### config.mk
export PLATFORM = sky130hd
export DESIGN_NAME = uart_wb_fifo
export DESIGN_NICKNAME = d
export VERILOG_FILES = /design/src/rtl/uart_pkg.sv /design/src/rtl/sync_fifo.sv /design/src/rtl/uart_wb_fifo.sv
export SDC_FILE = /design/constraint.sdc
export NUM_CORES = 1
export LEC_CHECK = 0
export ABC_AREA = 1
export CAP_MARGIN = 20
export CORE_MARGIN = 3
export CORE_UTILIZATION = 55
export CTS_BUF_LIST = sky130_fd_sc_hd__clkbuf_4 sky130_fd_sc_hd__clkbuf_8
export DETAILED_ROUTE_END_ITERATION = 8
export PLACE_DENSITY_LB_ADDON = 0.12
export SYNTH_ARGS = -nofsm -noshare
export SYNTH_HDL_FRONTEND = slang
export SYNTH_SLANG_ARGS = --single-unit
### constraint.sdc
create_clock -name clk -period 6.4 [get_ports clk]
set_input_delay 1.28 -clock clk [delete_from_list [all_inputs] [get_ports clk]]
set_output_delay 1.28 -clock clk [all_outputs]
set_load 0.01 [all_outputs]
### src/rtl/uart_pkg.sv
// Shared register map, status/control bit positions and engine state encodings
// for the FIFO-buffered UART.
package uart_pkg;
    localparam logic [1:0] ADDR_DATA  = 2'd0;
    localparam logic [1:0] ADDR_STAT  = 2'd1;
    localparam logic [1:0] ADDR_DIVLO = 2'd2;
    localparam logic [1:0] ADDR_DIVHI = 2'd3;

    localparam int ST_TX_FULL   = 0;
    localparam int ST_TX_EMPTY  = 1;
    localparam int ST_RX_EMPTY  = 2;
    localparam int ST_RX_FULL   = 3;
    localparam int ST_RX_OVR    = 4;
    localparam int ST_FRAME_ERR = 5;
    localparam int ST_TX_BUSY   = 6;
    localparam int ST_TX_DROP   = 7;

    localparam int CTRL_TX_IE    = 0;
    localparam int CTRL_FLUSH_TX = 1;
    localparam int CTRL_FLUSH_RX = 2;

    localparam logic [15:0] DIV_MIN = 16'd4;

    typedef enum logic [1:0] {TX_IDLE, TX_START, TX_DATA, TX_STOP} tx_state_t;
    typedef enum logic [1:0] {RX_IDLE, RX_START, RX_DATA, RX_STOP} rx_state_t;

    function automatic logic [15:0] clamp_div(input logic [15:0] d);
        return (d < DIV_MIN) ? DIV_MIN : d;
    endfunction
endpackage

### src/rtl/sync_fifo.sv
// Single-clock FIFO with show-ahead output; a push into a full FIFO is accepted
// only when a pop frees a slot in the same cycle.
module sync_fifo #(
    parameter int WIDTH = 8,
    parameter int DEPTH = 16
) (
    input  logic             clk,
    input  logic             reset,
    input  logic             push,
    input  logic             pop,
    input  logic             flush,
    input  logic [WIDTH-1:0] din,
    output logic [WIDTH-1:0] dout,
    output logic             full,
    output logic             empty
);
    localparam int AW = $clog2(DEPTH);

    logic [WIDTH-1:0] mem [DEPTH];
    logic [AW:0]      wr_ptr, rd_ptr;
    logic             do_push, do_pop;

    assign empty   = (wr_ptr == rd_ptr);
    assign full    = (wr_ptr[AW] != rd_ptr[AW]) && (wr_ptr[AW-1:0] == rd_ptr[AW-1:0]);
    assign do_pop  = pop && !empty;
    assign do_push = push && (!full || do_pop);
    assign dout    = mem[rd_ptr[AW-1:0]];

    always_ff @(posedge clk) begin
        if (reset || flush) begin
            wr_ptr <= '0;
            rd_ptr <= '0;
        end else begin
            if (do_push) wr_ptr <= wr_ptr + (AW+1)'(1);
            if (do_pop)  rd_ptr <= rd_ptr + (AW+1)'(1);
        end
    end

    always_ff @(posedge clk) begin
        if (do_push) mem[wr_ptr[AW-1:0]] <= din;
    end
endmodule

### src/rtl/uart_wb_fifo.sv
// UART with TX/RX FIFOs, programmable divisor and sticky error flags on a
// 2-bit-address byte bus that runs on the UART clock.
module uart_wb_fifo
    import uart_pkg::*;
#(
    parameter int CLK_HZ     = 12000000,
    parameter int BAUD       = 115200,
    parameter int FIFO_DEPTH = 16,
    parameter int DATA_BITS  = 8
) (
    input  logic       clk,
    input  logic       reset,
    output logic       tx_bit,
    input  logic       rx_bit,
    input  logic [1:0] wb_addr,
    input  logic [7:0] wb_data_in,
    output logic [7:0] wb_data_out,
    input  logic       wb_we,
    input  logic       wb_stb,
    output logic       wb_ack,
    output logic       irq
);
    localparam logic [15:0] DIV_RST = clamp_div(16'(CLK_HZ / BAUD));

    logic        access, rd_acc, wr_acc, stat_rd;
    logic [15:0] div;
    logic        tx_ie, tx_drop, rx_overrun, frame_err;
    logic [7:0]  status;

    logic                 tx_push, tx_pop, tx_full, tx_empty, flush_tx;
    logic                 rx_push, rx_pop, rx_full, rx_empty, flush_rx, ferr_set;
    logic [DATA_BITS-1:0] tx_dout, rx_dout;

    tx_state_t            tx_state, tx_next;
    logic [15:0]          tx_cnt, tx_div;
    logic [DATA_BITS-1:0] tx_sh;
    logic [3:0]           tx_bitn;
    logic                 tx_done, tx_busy;

    rx_state_t            rx_state, rx_next;
    logic                 rx_s1, rx_s2, rx_prev, rx_tick;
    logic [15:0]          rx_cnt, rx_div;
    logic [DATA_BITS-1:0] rx_sh;
    logic [3:0]           rx_bitn;

    // The access fires on the edge that registers ack, so one side effect per ack.
    assign access   = wb_stb && !wb_ack;
    assign rd_acc   = access && !wb_we;
    assign wr_acc   = access && wb_we;
    assign stat_rd  = rd_acc && (wb_addr == ADDR_STAT);
    assign tx_push  = wr_acc && (wb_addr == ADDR_DATA);
    assign rx_pop   = rd_acc && (wb_addr == ADDR_DATA) && !rx_empty;
    assign flush_tx = wr_acc && (wb_addr == ADDR_STAT) && wb_data_in[CTRL_FLUSH_TX];
    assign flush_rx = wr_acc && (wb_addr == ADDR_STAT) && wb_data_in[CTRL_FLUSH_RX];
    assign tx_busy  = (tx_state != TX_IDLE);
    assign irq      = !rx_empty || (tx_empty && tx_ie);

    always_comb begin
        status               = '0;
        status[ST_TX_FULL]   = tx_full;
        status[ST_TX_EMPTY]  = tx_empty;
        status[ST_RX_EMPTY]  = rx_empty;
        status[ST_RX_FULL]   = rx_full;
        status[ST_RX_OVR]    = rx_overrun;
        status[ST_FRAME_ERR] = frame_err;
        status[ST_TX_BUSY]   = tx_busy;
        status[ST_TX_DROP]   = tx_drop;
    end

    sync_fifo #(.WIDTH(DATA_BITS), .DEPTH(FIFO_DEPTH)) u_tx_fifo (
        .clk(clk), .reset(reset), .push(tx_push), .pop(tx_pop), .flush(flush_tx),
        .din(wb_data_in[DATA_BITS-1:0]), .dout(tx_dout), .full(tx_full), .empty(tx_empty)
    );

    sync_fifo #(.WIDTH(DATA_BITS), .DEPTH(FIFO_DEPTH)) u_rx_fifo (
        .clk(clk), .reset(reset), .push(rx_push), .pop(rx_pop), .flush(flush_rx),
        .din(rx_sh), .dout(rx_dout), .full(rx_full), .empty(rx_empty)
    );

    always_ff @(posedge clk) begin
        if (reset) begin
            wb_ack      <= 1'b0;
            wb_data_out <= '0;
            tx_ie       <= 1'b0;
            div         <= DIV_RST;
            tx_drop     <= 1'b0;
            rx_overrun  <= 1'b0;
            frame_err   <= 1'b0;
        end else begin
            wb_ack      <= access;
            wb_data_out <= '0;
            if (rd_acc) begin
                case (wb_addr)
                    ADDR_DATA:  wb_data_out <= rx_empty ? 8'h00 : 8'(rx_dout);
                    ADDR_STAT:  wb_data_out <= status;
                    ADDR_DIVLO: wb_data_out <= div[7:0];
                    default:    wb_data_out <= div[15:8];
                endcase
            end
            if (wr_acc) begin
                case (wb_addr)
                    ADDR_STAT:  tx_ie <= wb_data_in[CTRL_TX_IE];
                    ADDR_DIVLO: div   <= clamp_div({div[15:8], wb_data_in});
                    ADDR_DIVHI: div   <= clamp_div({wb_data_in, div[7:0]});
                    default:    ;
                endcase
            end
            // A new flag event outranks the clear-on-read of STATUS.
            tx_drop    <= (tx_push && tx_full && !tx_pop) || (tx_drop && !stat_rd);
            rx_overrun <= (rx_push && rx_full && !rx_pop) || (rx_overrun && !stat_rd);
            frame_err  <= ferr_set || (frame_err && !stat_rd);
        end
    end

    always_comb begin
        tx_next = tx_state;
        tx_pop  = 1'b0;
        tx_bit  = 1'b1;
        tx_done = (tx_cnt == tx_div - 16'd1);
        case (tx_state)
            TX_IDLE: if (!tx_empty) begin
                tx_next = TX_START;
                tx_pop  = 1'b1;
            end
            TX_START: begin
                tx_bit = 1'b0;
                if (tx_done) tx_next = TX_DATA;
            end
            TX_DATA: begin
                tx_bit = tx_sh[0];
                if (tx_done && tx_bitn == 4'(DATA_BITS-1)) tx_next = TX_STOP;
            end
            TX_STOP: if (tx_done) tx_next = TX_IDLE;
            default: tx_next = TX_IDLE;
        endcase
    end

    always_ff @(posedge clk) begin
        if (reset) begin
            tx_state <= TX_IDLE;
            tx_cnt   <= '0;
            tx_div   <= DIV_RST;
            tx_sh    <= '0;
            tx_bitn  <= '0;
        end else begin
            tx_state <= tx_next;
            tx_cnt   <= (tx_state == TX_IDLE || tx_done) ? 16'd0 : tx_cnt + 16'd1;
            if (tx_pop) begin
                tx_div  <= div;
                tx_sh   <= tx_dout;
                tx_bitn <= '0;
            end else if (tx_state == TX_DATA && tx_done) begin
                tx_sh   <= tx_sh >> 1;
                tx_bitn <= tx_bitn + 4'd1;
            end
        end
    end

    // START counts from the edge cycle, so its tick lands mid start-bit.
    assign rx_tick = (rx_state == RX_START) ? (rx_cnt == (rx_div >> 1))
                                            : (rx_cnt == rx_div - 16'd1);

    always_comb begin
        rx_next  = rx_state;
        rx_push  = 1'b0;
        ferr_set = 1'b0;
        case (rx_state)
            RX_IDLE:  if (rx_prev && !rx_s2) rx_next = RX_START;
            RX_START: if (rx_tick) rx_next = rx_s2 ? RX_IDLE : RX_DATA;
            RX_DATA:  if (rx_tick && rx_bitn == 4'(DATA_BITS-1)) rx_next = RX_STOP;
            RX_STOP:  if (rx_tick) begin
                rx_next  = RX_IDLE;
                rx_push  = rx_s2;
                ferr_set = !rx_s2;
            end
            default:  rx_next = RX_IDLE;
        endcase
    end

    always_ff @(posedge clk) begin
        if (reset) begin
            rx_s1    <= 1'b1;
            rx_s2    <= 1'b1;
            rx_prev  <= 1'b1;
            rx_state <= RX_IDLE;
            rx_cnt   <= '0;
            rx_div   <= DIV_RST;
            rx_sh    <= '0;
            rx_bitn  <= '0;
        end else begin
            rx_s1    <= rx_bit;
            rx_s2    <= rx_s1;
            rx_prev  <= rx_s2;
            rx_state <= rx_next;
            if (rx_state == RX_IDLE) begin
                rx_cnt  <= 16'd1;
                rx_div  <= div;
                rx_bitn <= '0;
            end else begin
                rx_cnt <= rx_tick ? 16'd0 : rx_cnt + 16'd1;
                if (rx_state == RX_DATA && rx_tick) begin
                    rx_sh   <= {rx_s2, rx_sh[DATA_BITS-1:1]};
                    rx_bitn <= rx_bitn + 4'd1;
                end
            end
        end
    end
endmodule

==> results.md <==
* Final setup margin at 2.351 ns
* Final ANT Viol Nets at 0
* Hold Buf Count CTS at 0
* Num CTS Buffers at 67
* Static Leak at a little over 0.007 uW
* Vias in the first global route at 13088
* Top cells by area, synth: edfxtp_1 (42%), dfxtp_1 (17%), nand2_1 (6.0%)
* FFs w/ async S/R, synth at 0%
* DR pass1 iterations at 6
* Critical Path Sink Type: output port
* IR drop worst, VDD at ~0.22 mV
* Final setup fails at 0
* R2r setup slk at 2.80 ns
* Hold Crit Endpoint: rx_s2$_SDFF_PP1_
* Max FO, Critical Path at 6
* Hold Crit Start: rx_s1$_SDFF_PP1_
* Min Tclk post-route at approximately 4 ns
* Clk pwr share at 35.2%
* CTS max path bufs at 3
* Seq/Total Area, Yosys at between 50% and 60%
* Hold path cells at 1
* CP required at 5.12 ns
* Rows at 66
* Post-Syn Nets at 1952
* Initial Util at 55.97%
* Root buffer cell: clkbuf_8
* Cell area after layout at ~0.020 mm^2
* Post-cts resize count at 0
* Main synth FF type: edfxtp_1
* Grt ovf at 0
* Number of synthesized flops with an enable pin at 256
* Power per cell area at around 320 mW/mm^2
* CTS tree: built
* Initial antenna violation count at 1
* H-tree levels at 3
* Worst-path clk slew at 0.06 ns
* Sink Count at 408
* Synth Cell Area at between 0.015 and 0.02 mm^2
* P_sw at 1971 uW
* Slew @ Worst Pin at 1.096 ns
* Synth Warn # at 0
* Combinational share of power at 18.8%
* Distinct cells, synth at 48
* Area post-placement at 0.01886 mm^2
* Dpl ws at 1.915 ns
* Final nets at 1985
* Reg2reg start: rx_state[0]$_SDFFE_PP0P_
* # DRC at 0
* Hold Slack at 0.4080 ns
* Routed Wire Length at between 40000 and 50000 um
* GRT Overall Usage at approximately a quarter
* Layout cells sized above 1 at 9.445%
* Sequential power share at 46.0%
* Largest area contributor in the netlist: edfxtp_1
* Util after Layout at 61.79%
* Vias at about 14000
* Flops & latches, synth at about 410
* Yosys top cell area share at 42.00%
* Max-cap viol count at 0
* Gpl congestion at 0.8921
* TNS Setup at 0 ns
* PortBufs at 25
* Max-slew violation count at 0
* Crit share post-route at 63.27%
* CP Launch Type: flop
* Post-synthesis average cell area at 9.552 um^2
* DIE AREA at 0.03550 mm^2
* R2R depth at 12
* Post-Synthesis Cells at 1916
* Fmax at between 200 and 250 MHz
* Area grow syn2layout at 10.40%
* Die Width at 188.4 um
* Io pins at 26
* Status: completed
* Switching share of power at a little under a third
* R2R Path End: u_rx_fifo.mem[7][5]$_DFFE_PP_
* First-pass GRT wire length at about 70000 um
* Worst skew pair latency at 0.62 ns
* RSZ-0062 raised after global routing: no
* HPWL Detailed at 29560 um
* Worst Path Class, Setup: reg2out
* Clk_skew at between 0.03 and 0.04 ns
* Commonest non-fill, non-tap cell in the layout: nand2_1
* Final hold vios at 0
* Routed vias/inst at about 5.6
* Commonest non-fill, non-tap cells in the layout: nand2_1 (291), edfxtp_1 (256), nor2_1 (223)
* Internal at 4477 uW
* HP Class: reg2reg
* Rel. slew slack at 26.93%
* Worst EP arrival at 2.77 ns
* Die height at 188.4 um
* Initial DRC Count at 1080
* Largest net degree at the start of global routing at 97
* Setup bufs post-CTS at 0
* Detailed-route wire length per cell at around 18 um
* Core area at 0.03270 mm^2
metal layers:
metal  vias to the layer above  routed length [um]  global-route usage, %
li1                       6679                   -                      -
met1                      6464               18950                  32.69
met2                       434               21270                  41.28
met3                        89                2865                  4.540
met4                         0                1523                  9.997
met5                         -                   0                      0
worst max-delay path by stage:
stage	to	startpoint	cells past startpoint
2_1_floorplan	u_rx_fifo.mem[10][0]$_DFFE_PP_	wb_addr[1]	8
3_3_place_gp	u_rx_fifo.mem[12][4]$_DFFE_PP_	wb_addr[1]	8
3_5_place_dp	u_rx_fifo.mem[14][4]$_DFFE_PP_	wb_addr[1]	8
4_1_cts	irq	u_tx_fifo.wr_ptr[3]$_SDFFE_PP0P_	6
5_1_grt	irq	u_tx_fifo.wr_ptr[3]$_SDFFE_PP0P_	6
6_report	irq	u_tx_fifo.wr_ptr[3]$_SDFFE_PP0P_	6
cell families (layout without fill, tap and decap cells):
kind of cell             count (synthesis)  count (layout)  share of synthesized area [%]
flip-flops                             408             408                          58.63
AO/OA/AOI/OAI                          412             412                          12.60
multiplexers                            32              32                          1.750
AND/OR/NAND/NOR                        731             731                          17.60
XOR/XNOR                                46              46                          2.201
buffers and inverters                  266             351                          5.790
adder cells (fa/ha/maj)                 21              21                          1.436
other                                    0               1                              0
state kept, by name, indices dropped and copies added (netlist names), 2 cells and up, named ones only:
signal / count
wb_data_out: 8
u_rx_fifo.mem: 128
u_tx_fifo.mem: 128
u_tx_fifo.rd_ptr: 5
tx_div: 16
rx_sh: 8
rx_cnt: 16
tx_state: 2
div: 16
tx_sh: 8
rx_bitn: 4
u_rx_fifo.rd_ptr: 5
u_tx_fifo.wr_ptr: 5
u_rx_fifo.wr_ptr: 5
tx_cnt: 16
rx_div: 16
tx_bitn: 4
metrics by stage:
step | total power [uW] | instances
global placement | 4198 | 2320
finish | 6448 | 2444
global route | 6780 | 2443
detailed placement | 4221 | 2320
floorplan | 3875 | 1916
CTS | 6488 | 2441
synthesized netlist by cell type (7+ instances only):
cell type  number
o21ai_0       186
nand3_1        94
a21oi_2         8
or2_2           7
xnor2_1        17
dfxtp_1       152
ha_1           21
edfxtp_1      256
nor3_1         34
nor3b_1         9
o221ai_1       25
nor4_1          7
nand4_1        25
o22ai_1        11
xor2_1         29
nand2_2        18
mux2i_1        32
a31oi_1        14
clkbuf_1       57
a21oi_1       135
nand2_1       291
inv_1         181
nor2_1        223
o211ai_1       19
cell type report:
class | count | area, um^2
Sequential cell | 408 | 10740
Tap cell | 442 | 553.0
Timing Repair Buffer | 40 | 355.3
Clock inverter | 24 | 131.4
Antenna cell | 1 | 2.502
Fill cell | 2790 | 12490
Inverter | 190 | 713.2
Multi-Input combinational cell | 1242 | 6513
Clock buffer | 97 | 1204
power by group through the flow:
stage	logic (uW)	registers (uW)	clock network [uW]
2_1_floorplan	881	2990	0
3_3_place_gp	1180	3020	0
3_5_place_dp	1200	3020	0
4_1_cts	1210	2960	2310
5_1_grt	1360	2980	2440
6_report	1210	2960	2270
worst max-delay path, stage by stage (launching register included):
cell             delay (ns)
dfxtp_1                0.35
inv_1                  0.18
nor2_1                 0.06
nor3_1                 0.31
nand3_1                0.21
o21ai_0                0.43
clkdlybuf4s50_1        0.64
(Power assumes the default switching activity.)
